<file path="src/rtl/present_round_ctrl.sv">
// Iterative PRESENT-80 encryption core: one round per clock, 31 rounds plus
// final key whitening, one block in flight at a time.
//
// state | meaning
// IDLE  | waiting for Start_i; Data_ob holds the last ciphertext
// RUN   | one data_update and one key-schedule step per cycle
// FIN   | final whitening with K32, Done_o pulse, back to IDLE
module present_round_ctrl #(
  parameter int ROUNDS = 31
) (
  input  logic        Clk_ik,
  input  logic        Rst_irn,
  input  logic        Start_i,
  input  logic [63:0] Data_ib,
  input  logic [79:0] Key_ib,
  output logic        Busy_o,
  output logic        Done_o,
  output logic [63:0] Data_ob
);

  typedef enum logic [1:0] {IDLE, RUN, FIN} fsm_t;

  localparam logic [4:0] LAST_ROUND = 5'(ROUNDS);

  fsm_t        fsmState;
  logic [63:0] cipherState;
  logic [79:0] keyReg;
  logic [4:0]  roundCnt;

  function automatic logic [3:0] sBox(input logic [3:0] x);
    case (x)
      4'h0: sBox = 4'hC;
      4'h1: sBox = 4'h5;
      4'h2: sBox = 4'h6;
      4'h3: sBox = 4'hB;
      4'h4: sBox = 4'h9;
      4'h5: sBox = 4'h0;
      4'h6: sBox = 4'hA;
      4'h7: sBox = 4'hD;
      4'h8: sBox = 4'h3;
      4'h9: sBox = 4'hE;
      4'hA: sBox = 4'hF;
      4'hB: sBox = 4'h8;
      4'hC: sBox = 4'h4;
      4'hD: sBox = 4'h7;
      4'hE: sBox = 4'h1;
      default: sBox = 4'h2;
    endcase
  endfunction

  // AddRoundKey, sBoxLayer, then pLayer (bit i moves to i*16 mod 63, bit 63 fixed).
  function automatic logic [63:0] dataUpdate(input logic [63:0] s, input logic [63:0] rk);
    logic [63:0] x;
    logic [63:0] y;
    x = s ^ rk;
    for (int n = 0; n < 16; n++) begin
      x[n*4 +: 4] = sBox(x[n*4 +: 4]);
    end
    y = '0;
    for (int i = 0; i < 63; i++) begin
      y[(i * 16) % 63] = x[i];
    end
    y[63] = x[63];
    return y;
  endfunction

  function automatic logic [79:0] keySchedule(input logic [79:0] k, input logic [4:0] rc);
    logic [79:0] r;
    r = {k[18:0], k[79:19]};
    r[79:76] = sBox(r[79:76]);
    r[19:15] = r[19:15] ^ rc;
    return r;
  endfunction

  always_ff @(posedge Clk_ik or negedge Rst_irn) begin
    if (!Rst_irn) begin
      fsmState    <= IDLE;
      cipherState <= '0;
      keyReg      <= '0;
      roundCnt    <= '0;
      Busy_o      <= 1'b0;
      Done_o      <= 1'b0;
      Data_ob     <= '0;
    end else begin
      Done_o <= 1'b0;
      case (fsmState)
        IDLE: begin
          if (Start_i) begin
            cipherState <= Data_ib;
            keyReg      <= Key_ib;
            roundCnt    <= 5'd1;
            Busy_o      <= 1'b1;
            fsmState    <= RUN;
          end
        end
        RUN: begin
          cipherState <= dataUpdate(cipherState, keyReg[79:16]);
          keyReg      <= keySchedule(keyReg, roundCnt);
          roundCnt    <= roundCnt + 5'd1;
          if (roundCnt == LAST_ROUND) begin
            fsmState <= FIN;
          end
        end
        FIN: begin
          Data_ob  <= cipherState ^ keyReg[79:16];
          Done_o   <= 1'b1;
          Busy_o   <= 1'b0;
          fsmState <= IDLE;
        end
        default: fsmState <= IDLE;
      endcase
    end
  end

endmodule

</file>
<file path="config.mk">
export PLATFORM = sky130hd
export DESIGN_NAME = present_round_ctrl
export DESIGN_NICKNAME = d
export VERILOG_FILES = /design/src/rtl/present_round_ctrl.sv
export SDC_FILE = /design/constraint.sdc
export NUM_CORES = 1
export LEC_CHECK = 0
export ABC_AREA = 0
export ABC_CLOCK_PERIOD_IN_PS = 2100
export BUFFER_PORTS_ARGS = -buffer_cell sky130_fd_sc_hd__buf_2
export CORE_ASPECT_RATIO = 1.2
export CORE_MARGIN = 2
export CORE_UTILIZATION = 45
export DETAILED_ROUTE_END_ITERATION = 8
export PLACE_DENSITY = 0.72
export SLEW_MARGIN = 20
export SYNTH_ARGS = -nofsm -noshare
export SYNTH_HDL_FRONTEND = slang
export SYNTH_SLANG_ARGS = --single-unit
</file>
<file path="constraint.sdc">
create_clock -name Clk_ik -period 2.1 [get_ports Clk_ik]
set_clock_uncertainty 0.1 [all_clocks]
set_input_delay 0.42 -clock Clk_ik [delete_from_list [all_inputs] [get_ports Clk_ik]]
set_output_delay 0.42 -clock Clk_ik [all_outputs]
set_load 0.1 [all_outputs]
</file>
* Word level (Yosys, flattened, before mapping)
Memories as Yosys holds them, arrays and structs flattened.
Index checks and enable logic that the tools add are counted.
** Word-level totals
- Register bits :: 217
- Bits in read-only memories :: 1088
- Word-level logic and storage cells :: 50
- Memories kept :: 17
** Operators by class
- Add/sub/neg operators :: 1
- Equal/unequal tests :: 5
- Multiplexer cells :: 12
- Bitwise logic cells :: 2
- Reductions and logical operators :: 6
** Memory list
- (name not given) :: depth 16, width 4, read ports 1, clocked after memory_dff 0, write ports 0, line 31 : case (x)
- (name not given) :: depth 16, width 4, read ports 1, clocked after memory_dff 0, write ports 0, line 31
- (name not given) :: depth 16, width 4, read ports 1, clocked after memory_dff 0, write ports 0, line 31
- (name not given) :: depth 16, width 4, read ports 1, clocked after memory_dff 0, write ports 0, line 31
- (name not given) :: depth 16, width 4, read ports 1, clocked after memory_dff 0, write ports 0, line 31
- (name not given) :: depth 16, width 4, read ports 1, clocked after memory_dff 0, write ports 0, line 31
- 11 more memories
** Operators with widths (number)
- 80-bit case mux with 2 select lines :: 1
- 64-bit case mux with 2 select lines :: 1
- 80-bit 2-to-1 mux :: 1
- 64-bit 2-to-1 mux :: 1
- 64-bit bitwise XOR :: 1
- 5-bit case mux with 2 select lines :: 1
- 2-bit AND reduction :: 3
- 5-bit by 1-bit adder with 5-bit output (second input constant) :: 1
- 5-bit equality test (second input constant) :: 1
- 5-bit 2-to-1 mux :: 1
- 5-bit bitwise XOR :: 1
- 2-bit 2-to-1 mux :: 2
- 2-bit inequality test (second input constant) :: 2
- 2-bit case mux with 2 select lines :: 1
- 2-bit nonzero test :: 2
- 2-bit by 1-bit equality test with 1-bit output (second input constant) :: 1
- 2-bit equality test (second input constant) :: 1
- 2-bit logical NOT :: 1
- 1-bit 2-to-1 mux :: 2
- 1-bit case mux with 2 select lines :: 1

* Longest topological paths before layout
- Depth in word-level cells :: 3
- Mapped depth :: 8

* Worst setup path before layout
Ideal clock, no wire load.
- Path kind :: reg-to-reg
- Start :: reg keyReg[17]
- End :: reg cipherState[32]
- Library setup time :: 0.141 ns
- Arrival :: 1.654 ns
- Required time :: 1.859 ns
- Setup slack :: 0.205 ns
- Cell stages (with the launch flop) :: 8
- Buffers on the path :: 1
- Cell sequence :: dfrtp_1 > buf_2 > xnor2_1 > inv_1 > ha_1 > mux4_2 > nor2_1 > a31oi_1
** On the way
- Word-level cells in the longest chain between the ends :: 3
** RTL lines
- from (decl) :: line 27 : logic [79:0] keyReg;
- from (signal assigned) :: line 90 : keyReg <= Key_ib;
- from (signal assigned) :: line 98 : keyReg <= keySchedule(keyReg, roundCnt);
- 64-bit bitwise XOR :: line 55 : x = s ^ rk;
- memory 16 x 4 bit
- 64-bit case mux with 2 select lines :: line 86 : case (fsmState)
- to (signal assigned) :: line 89 : cipherState <= Data_ib;
- to (signal assigned) :: line 97 : cipherState <= dataUpdate(cipherState, keyReg[79:16]);
- to (decl) :: line 26 : logic [63:0] cipherState;
Every way passes these cells.
A chain may end at the register's enable or synchronous reset.

* Final worst setup path
- Start :: reg cipherState[24]
- End :: reg cipherState[38]
** On the way
- Word-level cells in the longest chain between the ends :: 3
** RTL lines (line)
- 64-bit bitwise XOR :: 55
- memory 16 x 4 bit
- 64-bit case mux with 2 select lines :: 86
Every way passes these cells.

==> impl_metrics.env <==
export IMPL_rsz0062_at_grt="yes"
export IMPL_ys_seq_area_share_pct=43.2
export IMPL_wl_per_cell_microns=21.1
export IMPL_dp_hpwl_mm=33.0
export IMPL_die_area_sq_mm=0.0293
export IMPL_drtIter0Drc=1221
export IMPL_async_flop_share_pct=100
export IMPL_powerDensity_mw_per_mm2=2190
export IMPL_grt_pass1_vias=11124
export IMPL_met2_length_mm=19.4
export IMPL_antenna_found_initial=0
export IMPL_p_int_uw=18300
export IMPL_maxSlewViolCount=0
export IMPL_p_comb_share_pct=64.9
export IMPL_cts_made_buffers=23
export IMPL_synth_top_area_cell="dfrtp_1"
export IMPL_synth_cell_types=46
export IMPL_end_kind="flop"
export IMPL_power_frac_clock_pct=11.7
export IMPL_leakagePower_uw=0.00747
export IMPL_num_vias=11334
export IMPL_syn_avg_cell_area_sq_um=9.40
export IMPL_place_inst=1957
export IMPL_num_antenna_cells=0
export IMPL_yosysWarningCount=0
export IMPL_multi_input_area_sq_mm=0.00659
export IMPL_report_final_hold_viol_count=0
export IMPL_syn_inst=1339
export IMPL_synth_edff_count=0
export IMPL_rows=67
export IMPL_cp_arrival_ns=2.33
export IMPL_top_layer_used="met4"
export IMPL_power_switching_uw=15800
export IMPL_worst_pin_slew_ns=0.612
export IMPL_overflow=0
export IMPL_htreeDepth=1
export IMPL_synth_mux_area_share_pct=9.87
export IMPL_gp_congestion=0.949
export IMPL_required_ns=2.40
export IMPL_period_needed_ns=2.03
export IMPL_die_h_microns=187
export IMPL_grt_max_degree=59
export IMPL_wl_met1_mm=16.6
export IMPL_nets=1806
export IMPL_viasPerCell=5.67
export IMPL_cts_sinks=217
export IMPL_synth_top_family_by_area="simple AND/OR/NAND/NOR gates"
export IMPL_final_antenna_net_count=0
export IMPL_synth_compound_area_share_pct=14.6
export IMPL_fmax_ghz=0.492
export IMPL_cp_max_fo=6
export IMPL_syn_to_final_growth_pct=23.7
export IMPL_fin_setup_tns_ns=0
export IMPL_place_ws_ns=0.0109
export IMPL_period_share_pct=96.7
export IMPL_yosys_area_share_adder_pct=5.47
export IMPL_grt_pass1_wl_mm=63.8
export IMPL_syn_area_sq_mm=0.0126
export IMPL_ys_seq_elements=217
export IMPL_fin_cells=1998
export IMPL_fillCellCount=2468
export IMPL_synth_net_count=1541
export IMPL_layout_area_seq_sq_mm=0.00543
export IMPL_yosysTopAreaCellShare_pct=43.2
export IMPL_power_uw=34100
export IMPL_port_buffers=212
export IMPL_switching_share_pct=46.4
export IMPL_firstDrtPassIters=6
export IMPL_cts_setup_buffers=0
export IMPL_path_class="reg2reg"
export IMPL_cts_tree="built"
export IMPL_cts_root_buf="clkbuf_16"
export IMPL_setup_viol=0
export IMPL_synth_top_flop_cell="dfrtp_1"
export IMPL_hold_path_class="in2reg"
export IMPL_drv_cap=0
export IMPL_die_w_microns=157
export IMPL_met3_length_mm=3.78
export IMPL_seqPwrFrac_pct=23.4
export IMPL_wl_mm=42.1
export IMPL_clock_path_buffers=3
export IMPL_status="finished clean"
export IMPL_cp_start_kind="flop"
export IMPL_yosys_area_share_simple_pct=14.9
export IMPL_clkSlewWorstSetupHoldPaths_ns=0.07
export IMPL_ios=213
export IMPL_core_area_sq_mm=0.0277
export IMPL_vdd_drop_max_mv=0.765
export IMPL_synthTopCellsByArea="dfrtp_1 43%, nand2_1 7.5%, ha_1 5.5%"
export IMPL_grt_usage_pct=28.7
export IMPL_synth_xor_area_share_pct=7.21
export IMPL_insertion_delay_ns=0.52
export IMPL_setup_ws_ns=0.0693
export IMPL_initial_core_util_pct=45.3
export IMPL_maxSlewHeadroom_pct=58.9
export IMPL_drive_gt1_share_pct=26.9
export IMPL_drc_errors=0
==> layout make-up <==
class | count | area share [%]
multi-input cells | 974 | 42.4
inverters | 66 | 1.59
flip-flops and latches | 217 | 34.9
well taps | 379 | 3.05
clock buffers | 30 | 4.19
clock inverters | 10 | 0.482
repair buffers | 322 | 13.4
==> path summary, 6_finish.rpt <==
path	startpoint	endpoint	slack (ns)	cells after the start
max	cipherState[24]$_DFFE_PN0P_	cipherState[38]$_DFFE_PN0P_	0.07	6
min	Data_ib[58]	cipherState[58]$_DFFE_PN0P_	0.04	2
max reg2reg	cipherState[24]$_DFFE_PN0P_	cipherState[38]$_DFFE_PN0P_	0.07	6
min reg2reg	Data_ob[21]$_DFFE_PN0P_	Data_ob[21]$_DFFE_PN0P_	0.37	2
max in group asynchronous	Rst_irn	cipherState[48]$_DFFE_PN0P_	0.89	3
min in group asynchronous	Rst_irn	Data_ob[54]$_DFFE_PN0P_	0.31	2
==> power groups by stage <==
stage | Clock, uW | Combinational (uW) | Sequential [uW]
2_1_floorplan | 0 | 13900 | 8370
3_3_place_gp | 0 | 21000 | 7920
3_5_place_dp | 0 | 21800 | 7960
4_1_cts | 4020 | 21900 | 7910
5_1_grt | 4190 | 24100 | 8130
6_report | 3990 | 22100 | 7990
==> routing by layer <==
| metal | vias up | GRT usage (%) |
|---|---|---|
| li1 | 5169 | - |
| met1 | 5484 | 38.2 |
| met2 | 570 | 45.8 |
| met3 | 111 | 4.73 |
| met4 | 0 | 13.8 |
| met5 | - | 0 |
==> metrics by stage <==
step                cell area (sq um)  hold slack (ns)  util, %
floorplan                       12600           0.0244        -
global placement                14800            0.292     53.3
detailed placement              14800            0.288     53.3
CTS                             15500           0.0424     56.0
global route                    15600           0.0426     56.1
finish                          15600           0.0436     56.1
==> kinds of logic (layout without fill, tap and decap cells) <==
logic type,after synthesis,in the layout
buffers and inverters,148,428
muxes,94,94
DFF,217,217
adders and majority gates,55,55
AOI/OAI and AO/OA,307,307
and+or+nand+nor,438,438
xor gates and xnor gates,80,80
==> critical path, cell delays in order, from the launching register on <==
cell,delay [ns]
dfrtp_1,0.44
xnor2_2,0.35
inv_1,0.10
ha_1,0.32
mux4_2,0.46
nor2_1,0.09
nor2_1,0.05
==> placed cells by master (no fill, tap or decap), drive strengths merged, types with 16 or more instances in the layout <==
| cell | n |
|---|---|
| mux4 | 22 |
| a211oi | 19 |
| inv | 66 |
| a31oi | 85 |
| mux2i | 54 |
| ha | 55 |
| dfrtp | 217 |
| mux2 | 18 |
| xor2 | 16 |
| nand3b | 32 |
| nand2 | 251 |
| clkbuf | 30 |
| nor2 | 108 |
| a21oi | 37 |
| buf | 321 |
| o21ai | 120 |
| xnor2 | 64 |
==> flip-flops by register name (all words and copies together) (netlist names) <==
| register | flops |
|---|---|
| keyReg | 80 |
| Data_ob | 64 |
| fsmState | 2 |
| cipherState | 64 |
| Busy_o | 1 |
| Done_o | 1 |
| roundCnt | 5 |
==> repair_timing <==
| action | 4_1_cts | 5_1_grt |
|---|---|---|
| endpoints found under the hold margin | 45 | 0 |
| endpoints found under the setup margin | 0 | 7 |
| hold buffers | 1 | 0 |
| gates resized for setup | 0 | 3 |
==> cell usage after synthesis, drive strengths merged, types with 3 or more instances <==
cell type	count
nand2b	3
a211oi	19
o21ai	120
nor3	4
a221o	10
nor2	108
a22oi	6
o22a	4
dfrtp	217
mux4	22
mux2	18
and2	4
o22ai	10
nand2	251
nor3b	5
clkbuf	34
xnor2	64
a21oi	37
inv	66
nand3b	32
mux2i	54
buf	48
and3	13
nand3	12
a31oi	85
ha	55
or3	3
o211ai	9
xor2	16
(Power assumes the default switching activity.)
